==> src/rtl/fwd_hazard_unit.sv <==
// Operand-forwarding select and load-use stall generation for the EX-stage operand muxes.
// Optional macro FWD_WB_BYPASS_EN: when defined, a producer found only in WB selects mux input 11.
module fwd_hazard_unit #(
  parameter int REG_ADDR_W = 5,
  parameter int CNT_W      = 16
) (
  input  logic                  clk,
  input  logic                  rst,
  input  logic                  id_valid,
  input  logic [REG_ADDR_W-1:0] id_rs,
  input  logic [REG_ADDR_W-1:0] id_rt,
  input  logic                  id_use_rs,
  input  logic                  id_use_rt,
  input  logic [REG_ADDR_W-1:0] id_rd,
  input  logic                  id_reg_write,
  input  logic                  id_is_load,
  input  logic                  flush,
  output logic [1:0]            fwd_a_code,
  output logic [1:0]            fwd_b_code,
  output logic                  stall,
  output logic [CNT_W-1:0]      stall_cnt
);

  typedef struct packed {
    logic                  valid;
    logic                  we;
    logic                  load;
    logic [REG_ADDR_W-1:0] dest;
  } entry_t;

  localparam logic [1:0] CODE_RF  = 2'b00;
  localparam logic [1:0] CODE_EX  = 2'b01;
  localparam logic [1:0] CODE_MEM = 2'b10;
`ifdef FWD_WB_BYPASS_EN
  localparam logic [1:0] CODE_WB  = 2'b11;
`else
  // Register file is write-through, so a WB-only producer reads correctly from the RF.
  localparam logic [1:0] CODE_WB  = 2'b00;
`endif

  entry_t ex_q, mem_q, wb_q;
  entry_t ex_d;
  logic   load_id;
  logic   hazard_a, hazard_b;
  logic [1:0] code_a_d, code_b_d;

  function automatic logic match(input logic [REG_ADDR_W-1:0] s, input entry_t e);
    return e.valid & e.we & (e.dest == s) & (s != '0);
  endfunction

  // Youngest producer wins; a matching load in EX is handled by the stall instead.
  function automatic logic [1:0] next_code(input logic [REG_ADDR_W-1:0] s, input logic used,
                                           input entry_t ex, input entry_t mem, input entry_t wb);
    logic [1:0] c;
    c = CODE_RF;
    if (used) begin
      if (match(s, ex) && !ex.load) c = CODE_EX;
      else if (match(s, mem))       c = CODE_MEM;
      else if (match(s, wb))        c = CODE_WB;
    end
    return c;
  endfunction

  always_comb begin
    hazard_a = id_use_rs & match(id_rs, ex_q) & ex_q.load;
    hazard_b = id_use_rt & match(id_rt, ex_q) & ex_q.load;
    stall    = id_valid & ~flush & (hazard_a | hazard_b);
    load_id  = id_valid & ~stall & ~flush;

    ex_d       = '0;
    ex_d.valid = load_id;
    ex_d.we    = id_reg_write;
    ex_d.load  = id_is_load;
    ex_d.dest  = id_rd;

    code_a_d = CODE_RF;
    code_b_d = CODE_RF;
    if (load_id) begin
      code_a_d = next_code(id_rs, id_use_rs, ex_q, mem_q, wb_q);
      code_b_d = next_code(id_rt, id_use_rt, ex_q, mem_q, wb_q);
    end
  end

  always_ff @(posedge clk or posedge rst) begin
    if (rst) begin
      ex_q       <= '0;
      mem_q      <= '0;
      wb_q       <= '0;
      fwd_a_code <= CODE_RF;
      fwd_b_code <= CODE_RF;
      stall_cnt  <= '0;
    end else begin
      ex_q       <= ex_d;
      mem_q      <= ex_q;
      wb_q       <= mem_q;
      fwd_a_code <= code_a_d;
      fwd_b_code <= code_b_d;
      if (stall && (stall_cnt != '1))
        stall_cnt <= stall_cnt + CNT_W'(1);
    end
  end

endmodule

==> config.mk <==
export PLATFORM = sky130hd
export DESIGN_NAME = fwd_hazard_unit
export DESIGN_NICKNAME = d
export VERILOG_FILES = /design/src/rtl/fwd_hazard_unit.sv
export SDC_FILE = /design/constraint.sdc
export NUM_CORES = 1
export LEC_CHECK = 0
export BUFFER_PORTS_ARGS = -buffer_cell sky130_fd_sc_hd__buf_2
export CORE_MARGIN = 5
export CORE_UTILIZATION = 45
export DETAILED_ROUTE_END_ITERATION = 12
export GPL_TIMING_DRIVEN = 0
export PLACE_DENSITY = 0.77
export SLEW_MARGIN = 20
export SYNTH_ARGS = -nofsm -noshare
export SYNTH_HDL_FRONTEND = slang
export SYNTH_SLANG_ARGS = --single-unit
==> constraint.sdc <==
create_clock -name clk -period 4.35 [get_ports clk]
set_input_delay 0.2175 -clock clk [delete_from_list [all_inputs] [get_ports clk]]
set_output_delay 0.2175 -clock clk [all_outputs]
set_load 0.01 [all_outputs]
==> summary.md, run 1 <==
| Metric | Value |
|---|---|
| Status | completed |
| Die W | 70.4 µm |
| Die H | roughly 70 µm |
| Remaining antenna violation count | 0 |
| Number of H-tree branching levels | 2 |
| Register-to-register setup slack | 2.06 ns |
| Fraction of synthesized cell area taken by the top area cell type | 0.534 |
| Top-Level Pins | 44 |
| Cell chosen for the clock root | clkbuf_8 |
| Number of synthesized register bits | 35 |
| TritonCTS clock tree | yes |
| Sequential fraction of the synthesis area | 0.534 |
| IR drop worst, VDD | 0.158 mV |
| Maximum buffer depth of the clock tree | 2 |
| Setup total negative slack | 0 ns |
| Core utilization of the finished layout | 0.559 |
| Number of hold buffers added after CTS | 0 |
| # clock sinks | 35 |
| Final setup violation count | 0 |
| Max-cap violation count | 0 |
| Clk network pwr share | 0.395 |
| Post_cts resized | 0 |
| Residual overflow from global routing | 0 |
| CORE AREA | ~0.0036 mm² |
| Clock slew at reported path FFs | approximately 0.06 ns |
| Hold Vio Cnt, Final | 0 |
| Count of port buffers added during placement | 43 |
| Die Area | a little under 0.005 mm² |
| Nature of the critical path startpoint | register |
| Combinational power share | 0.071 |
| Capturing element type of the critical path | output pin |
| Via count of the routed design | 1,224 |
| Highest fanout seen on the critical path | 10 |
| Min-delay worst type | input port to asynchronous set/reset pin |
| First-pass GRT wire length | 5.15 mm |
| Count of yosys warnings during synthesis | 0 |
| Top post-synthesis cells by area | dfrtp_1 (53%), xnor2_1 (13%), xor2_1 (4.8%), nand3_1 (4.0%), and3_1 (3.1%) |
| Initial standard-cell utilization of the core | 0.455 |
| Detailed-route wire length per cell | 12.6 µm |
| Final Max Slew Viols | 0 |
| Final std cells w/o fill | 244 |
| Worst Hold Slack | 0.0385 ns |
| Average cell area after synthesis | 11.3 µm² |
| Startpoint of the worst-slack reg-to-reg timing path | ex_q[2] |
| Data required time of the critical path | 4.13 ns |
| Part of the cycle the worst path needs | 0.591 |
| Overall Global Routing Usage | 0.133 |
| Sequential Power Share | 0.534 |
| EDFF count, synth | 0 |
| Cell count after synthesis | 145 |
| Setup Fix Bufs, Post-CTS | 0 |
| Static power due to leakage | 0.959 nW |
| Total internal power | 498 µW |
| Tightest slew margin relative to the limit | 0.532 |
| Length of the first detailed-routing pass in iterations | 5 |
| Clock latency of the later-clocked register in the worst-skew pair | 0.28 ns |
| End of the worst register-to-register path | stall_cnt[1] |
| Antenna violations before repair | 0 |
| Number of distinct library cell variants in the gate-level netlist after synthesis | 28 |
| Area growth syn-to-layout | 22.9% |
| Iteration-0 DRC count of the detailed router | 71 |
| R2R cell count | 6 |
| Via-to-Cell Ratio | 5.02 |
| Post-placement cell count | approximately 240 |
| Routability cong. | 0.895 |
| Worst path arrival time | 2.35 ns |
| Achievable clock frequency | 0.389 GHz |
| Setup Skew | 0.00352 ns |
| Netlist area before placement | 0.00164 mm² |
| Fraction of layout instances using a drive strength above 1 | 0.316 |
| Pin count of the biggest net entering global routing | 36 |
| Asr flop ratio synth | 1.00 |
| Via count of the first global-routing pass | 1,152 |
| Net count of the mapped netlist | 169 |
| Count of inserted antenna diode cells | 0 |
| Total wirelength of the detailed-routed design | 3.07 mm |
| Cell area power density | 316 mW/mm² |
| Cell taking the most area after synthesis | dfrtp_1 |
| Switching power share of the total | 0.217 |
| Number of buffers added by the clock tree synthesis step | 5 |
| Min cycle time layout | 2.57 ns |
| Number of placement rows | 22 |
| Setup repair after global routing missed its margin | false |
| Net Sw Power | between 100 and 150 µW |
| DRC viols | 0 |
| Worst-Margin Slew | 0.700 ns |
| Setup Crit Path Kind | register to output pin |
| Most used DFF post-synth | dfrtp_1 |
| Number of nets in the layout | 219 |
| Detailed placement HPWL | 2.37 mm |
sequential cells by signal (all words and copies together) (netlist names):
register	count
mem_q	7
stall_cnt	16
fwd_a_code	2
ex_q	8
fwd_b_code	2
final cells by class:
cell class / instances / area, µm²
Buffer: 1 / 11.3
Clock buffer: 8 / 100
Fill cell: 341 / 1590
Inverter: 3 / 11.3
Multi-Input combinational cell: 106 / 741
Sequential cell: 35 / 876
Tap cell: 48 / 60.1
Timing Repair Buffer: 43 / 215
power by group through the flow:
stage,combinational [mW],sequential [mW],clock (mW)
floorplan,0.0268,0.345,0
global placement,0.0453,0.346,0
detailed placement,0.0460,0.346,0
CTS,0.0462,0.340,0.261
global route,0.0515,0.341,0.269
finish,0.0450,0.340,0.252
critical path, cell delays in order, from the launching register on:
cell	delay [ns]
dfrtp_1	0.42
xnor2_1	0.18
nand2_1	0.09
or4_4	0.57
a211oi_4	0.46
buf_6	0.22
buf_2	0.14
cell families (layout without fill, tap and decap cells):
kind of cell / after synthesis / in the layout / synth area share
and+or+nand+nor: 64 / 64 / 0.225
DFF: 35 / 35 / 0.534
xor gates and xnor gates: 33 / 33 / 0.176
AOI/OAI and AO/OA: 7 / 7 / 0.0359
buffers and inverters: 4 / 55 / 0.0137
adders and majority gates: 1 / 1 / 0.00763
muxes: 1 / 1 / 0.00687
stage by stage:
| step | total power [mW] | cell area (µm²) | setup slack, ns |
|---|---|---|---|
| finish | 0.637 | 2010 | 1.78 |
| global route | 0.662 | 2010 | 1.62 |
| CTS | 0.647 | 2010 | 1.72 |
| detailed placement | 0.392 | 1910 | 2.03 |
| global placement | 0.391 | 1910 | 2.07 |
| floorplan | 0.372 | 1640 | 2.27 |
layer usage:
layer / wire [µm] / track usage / vias up / part of all wire
met4: 51 / 0.0681 / 0 / 0.017
met2: 1510 / 0.209 / 24 / 0.49
met3: 160 / 0.0432 / 5 / 0.052
li1: - / - / 610 / -
met5: 0 / 0 / - / 0
met1: 1350 / 0.162 / 585 / 0.44
how the worst max path moves through the flow:
stage	from	end	slack, ns	cells past startpoint
after floorplan	ex_q[0]	stall_cnt[8]	2.27	7
after global placement	ex_q[2]	stall_cnt[8]	2.07	7
after detailed placement	ex_q[2]	stall_cnt[1]	2.03	6
after CTS	ex_q[2]	stall	1.72	6
after global routing	ex_q[2]	stall	1.62	6
final	ex_q[2]	stall	1.78	6
placed cells by master, fill, tap and decap left out:
| cell type | instances |
|---|---|
| a211oi_1 | 1 |
| a211oi_4 | 1 |
| a21o_1 | 1 |
| a21oi_1 | 3 |
| a41oi_1 | 1 |
| and3_1 | 8 |
| and3_2 | 1 |
| buf_2 | 43 |
| buf_6 | 1 |
| clkbuf_1 | 1 |
| clkbuf_8 | 7 |
| dfrtp_1 | 35 |
| ha_1 | 1 |
| inv_1 | 2 |
| inv_2 | 1 |
| mux2_1 | 1 |
| nand2_1 | 8 |
| nand2_2 | 1 |
| nand2b_1 | 1 |
| nand3_1 | 13 |
| nand3_2 | 3 |
| nand3b_2 | 1 |
| nand4_1 | 8 |
| nor2_1 | 8 |
| nor3_1 | 6 |
| nor3b_2 | 1 |
| nor4_1 | 2 |
| or2b_2 | 1 |
| or4_1 | 1 |
| or4_4 | 1 |
| xnor2_1 | 24 |
| xor2_1 | 9 |
cells in the mapped netlist (2+ instances only):
master / number
inv_1: 3
nand2_1: 8
nor4_1: 2
nor2_1: 8
xor2_1: 9
nand3_1: 13
and3_1: 8
a21oi_1: 3
dfrtp_1: 35
xnor2_1: 24
nand4_1: 8
nand3_2: 3
nor3_1: 6
Note: power is estimated with default switching activity, not from simulation.
==> run 2, diff against run 1 <==
--- a/config.mk
+++ b/config.mk
@@ -5,12 +5,13 @@
 export SDC_FILE = /design/constraint.sdc
 export NUM_CORES = 1
 export LEC_CHECK = 0
+export ABC_AREA = 1
 export BUFFER_PORTS_ARGS = -buffer_cell sky130_fd_sc_hd__buf_2
 export CORE_MARGIN = 5
 export CORE_UTILIZATION = 45
 export DETAILED_ROUTE_END_ITERATION = 12
 export GPL_TIMING_DRIVEN = 0
-export PLACE_DENSITY = 0.77
+export PLACE_DENSITY = 0.78
 export SLEW_MARGIN = 20
 export SYNTH_ARGS = -nofsm -noshare
 export SYNTH_HDL_FRONTEND = slang
==> constraint.sdc (replaced) <==
create_clock -name clk -period 2.3 [get_ports clk]
set_input_delay 0.115 -clock clk [delete_from_list [all_inputs] [get_ports clk]]
set_output_delay 0.115 -clock clk [all_outputs]
set_load 0.01 [all_outputs]
==> run 2 against run 1 <==
First-iteration DRC count is 70% higher; non-clock buffer count is 12 higher; setup slack worse by 1.4 ns; design area is 23% higher; core utilization is 0.92 points higher; final cell count is 55% higher; power is 87% higher; clock skew hardly changed; routed wire length is 48% higher; synthesized cell count is 83% higher; via count is 52% higher; sequential power is 89% higher; critical endpoint unchanged.
==> summary.md, run 2 <==
| Metric | Value |
|---|---|
| Antenna violations before repair | 0 (unchanged) |
| Hold Vio Cnt, Final | 0 (unchanged) |
| Achievable clock frequency | 0.516 GHz |
| Status | completed |
| Count of inserted antenna diode cells | 0 (unchanged) |
| Setup Fix Bufs, Post-CTS | 0 (unchanged) |
| Setup repair after global routing missed its margin | false |
| Cell mode on critical path | nand2_1 |
| Filler cell count | 384 (+13%) |
| Overall Global Routing Usage | 0.164 (+0.0314) |
| Placement Cell Area | 0.00231 mm² (+21%) |
| Setup ws final | 0.360 ns (-1.42 ns) |
| # clock sinks | 35 (unchanged) |
| DRC viols | 0 (unchanged) |
| Number of synthesized register bits | 35 (unchanged) |
| Cell count after synthesis | 266 (+83%) |
| First-pass GRT wire length | 8.06 mm (+56%) |
| Die W | 77.2 µm (+9.7%) |
| Sequential fraction of the synthesis area | 0.431 (-0.103) |
| Area taken by flip-flops and latches | 876 µm² (unchanged) |
| Total wirelength of the detailed-routed design | 4.55 mm (+48%) |
| Min-delay worst type | input port to register |
| Largest register FFs | 16 (unchanged) |
| Area of the multi-input gates | 947 µm² (+28%) |
| EDFF count, synth | 0 (unchanged) |
| Highest-count cells in the layout ignoring fill and taps | nand2_1 (84), buf_2 (44), inv_1 (39) |
| Number of H-tree branching levels | 2 (unchanged) |
| Highest fanout seen on the critical path | 10 (unchanged) |
| Clock latency of the later-clocked register in the worst-skew pair | 0.29 ns (about the same) |
| Remaining antenna violation count | 0 (unchanged) |
| Post-placement cell count | 361 (+53%) |
| Via count of the routed design | 1,865 (+52%) |
| Combinational family with the most area after synthesis | simple AND/OR/NAND/NOR gates |
| Pre-CTS setup slack | 0.669 ns (-1.36 ns) |
| Via count of the first global-routing pass | 1,828 (+59%) |
| Detailed placement HPWL | 3.39 mm (+43%) |
| Setup total negative slack | 0 ns (unchanged) |
| Most frequent cell after synthesis | nand2_1 |
| CORE AREA | 0.00435 mm² (+21%) |
| Length of the first detailed-routing pass in iterations | 5 (unchanged) |
| List of most frequent post-synthesis cells | nand2_1 (84), inv_1 (40), dfrtp_1 (35), nand4_1 (21), nor2_1 (21) |
| Maximum buffer depth of the clock tree | 2 (unchanged) |
| Cell taking the most area after synthesis | dfrtp_1 |
| Number of nets in the layout | 348 (+59%) |
| Final std cells w/o fill | 377 (+55%) |
| Registers with the most flip-flops | stall_cnt x16, ex_q x8, mem_q x7 |
| Initial standard-cell utilization of the core | 0.466 (+0.0118) |
| IR drop worst, VDD | 0.316 mV (+100%) |
| Capturing element type of the critical path | output pin |
| Tightest slew margin relative to the limit | 0.517 (-0.0150) |
| Xor-xnor portion of the synthesized cell area | 0.0474 (-0.129) |
| Core utilization of the finished layout | 0.568 (+0.00918) |
| Multiplexer fraction of the synthesized cell area | 0 (-0.00687) |
| Max-cap violation count | 0 (unchanged) |
| Net count of the mapped netlist | 290 (+72%) |
| Commonest non-fill, non-tap cell in the layout | nand2_1 |
| Pin count of the biggest net entering global routing | 36 (unchanged) |
| Residual overflow from global routing | 0 (unchanged) |
| Post-synthesis share of cell area spent on full adders, half adders and majority gates | 0.00616 (-0.00147) |
| Top-Level Pins | 44 (unchanged) |
| Min cycle time layout | 1.94 ns |
| Cell area power density | 480 mW/mm² (+52%) |
| Cell chosen for the clock root | clkbuf_8 |
| Count of port buffers added during placement | 43 (unchanged) |
| Die Area | 0.00596 mm² (+20%) |
| Nature of the critical path startpoint | register |
| Average cell area after synthesis | 7.63 µm² (-32%) |
| Setup Crit Path Kind | register to output pin |
| Netlist area before placement | 0.00203 mm² (+24%) |
| Top register by number of flip-flops | stall_cnt |
| Simple-gate share of the synthesized area | 0.400 (+0.175) |
| Number of distinct library cell variants in the gate-level netlist after synthesis | 31 (+11%) |
| Data required time of the critical path | 2.18 ns (-1.95 ns) |
| Routability cong. | 0.828 (-7.5%) |
| Top post-synthesis cells by area | dfrtp_1 (43%), nand2_1 (16%), inv_1 (7.4%), nand4_1 (6.5%), nand3_1 (4.4%) |
| Worst path arrival time | 1.82 ns (-0.53 ns) |
| Area growth syn-to-layout | 21.7% |
| Setup Skew | 0.00338 ns (-0.000135 ns) |
| Count of yosys warnings during synthesis | 0 (unchanged) |
| Final Max Slew Viols | 0 (unchanged) |
| Fraction of synthesized cell area taken by the top area cell type | 0.431 (-0.103) |
| Highest cell delay on the worst timing path | 0.42 ns (-0.15 ns) |
| Static power due to leakage | 1.33 nW (+38%) |
| Worst-Margin Slew | 0.723 ns (+0.0225 ns) |
| Die H | 77.2 µm (+9.7%) |
| Number of placement rows | 24 (+9.1%) |
| Most used DFF post-synth | dfrtp_1 |
| Detailed-route wire length per cell | 12.1 µm (-4.0%) |
| TritonCTS clock tree | yes |
| Via-to-Cell Ratio | 4.95 (-1.4%) |
| Clock slew at reported path FFs | 0.07 ns (about the same) |
| Final setup violation count | 0 (unchanged) |
| Power, Total | 1.19 mW (+87%) |
| Worst Hold Slack | 0.0731 ns (+0.0346 ns) |
| Iteration-0 DRC count of the detailed router | 121 (+70%) |
| Number of buffers added by the clock tree synthesis step | 5 (unchanged) |
| CP Cell Sequence | xnor2_1 -> nand2_1 -> nor2_1 -> nand4_2 -> nand2_4 -> buf_6 -> nand2_1 -> inv_1 -> buf_2 |
| Asr flop ratio synth | 1.00 (unchanged) |
| Part of the cycle the worst path needs | 0.843 |
| Fraction of layout instances using a drive strength above 1 | 0.228 (-0.0886) |
| Slowest CP cell | dfrtp_1 |
| Compound-Gate Fraction of Synth Area | 0.0129 (-0.0229) |
| Post-route cell area | 0.00247 mm² (+23%) |
-- run 2: path summary, 6_finish.rpt --
check                              from            end  slack (ns)  depth (start not counted)
max                             ex_q[1]          stall        0.36                          9
min                           id_use_rs  fwd_a_code[0]        0.07                          3
max reg2reg                stall_cnt[0]  stall_cnt[10]        0.65                          7
min reg2reg                     ex_q[7]       mem_q[7]        0.38                          0
max in group asynchronous           rst        ex_q[0]        1.34                          3
min in group asynchronous           rst        ex_q[1]        0.49                          3
-- run 2: worst max-delay path: cells and delay by family, from the launching register on --
kind,cells,cell delay [ns]
and+or+nand+nor,5,0.60
xor gates and xnor gates,1,0.20
buffers and inverters,3,0.31
DFF,1,0.42
-- run 2: layer usage --
| metal | track usage | vias to the layer above | wire, µm |
|---|---|---|---|
| met5 | 0 | - | 0 |
| met4 | 0.0773 | 0 | 71 |
| met3 | 0.0351 | 5 | 252 |
| met2 | 0.269 | 50 | 2210 |
| met1 | 0.205 | 844 | 2020 |
| li1 | - | 966 | - |
-- run 2: area by class of cell --
cell class | instances | share of cell area
flip-flops and latches | 35 | 0.354
multi-input cells | 183 | 0.383
plain buffers | 5 | 0.0187
clock buffers | 7 | 0.0309
well taps | 52 | 0.0263
repair buffers | 51 | 0.119
inverters | 43 | 0.0653
clock inverters | 1 | 0.00202
-- run 2: logic make-up after synthesis --
| family | Yosys count |
|---|---|
| simple gates | 167 |
| compound gates | 4 |
| flops | 35 |
| buf+inv | 48 |
| xor+xnor | 11 |
| fa+ha+maj | 1 |
-- run 2: repair_timing --
action / in CTS / in global routing
hold buffers: 8 / 0
endpoints found under the hold margin: 42 / 0
resized for setup: 0 / 0
setup endpoints to repair: 0 / 0
-- run 2: report_power, final --
| part | leakage [nW] | internal [mW] | switching, mW |
|---|---|---|---|
| logic | 0.829 | 0.0482 | 0.0675 |
| clock network | 0.0422 | 0.212 | 0.218 |
| registers | 0.457 | 0.630 | 0.0119 |
| total | 1.33 | 0.890 | 0.298 |
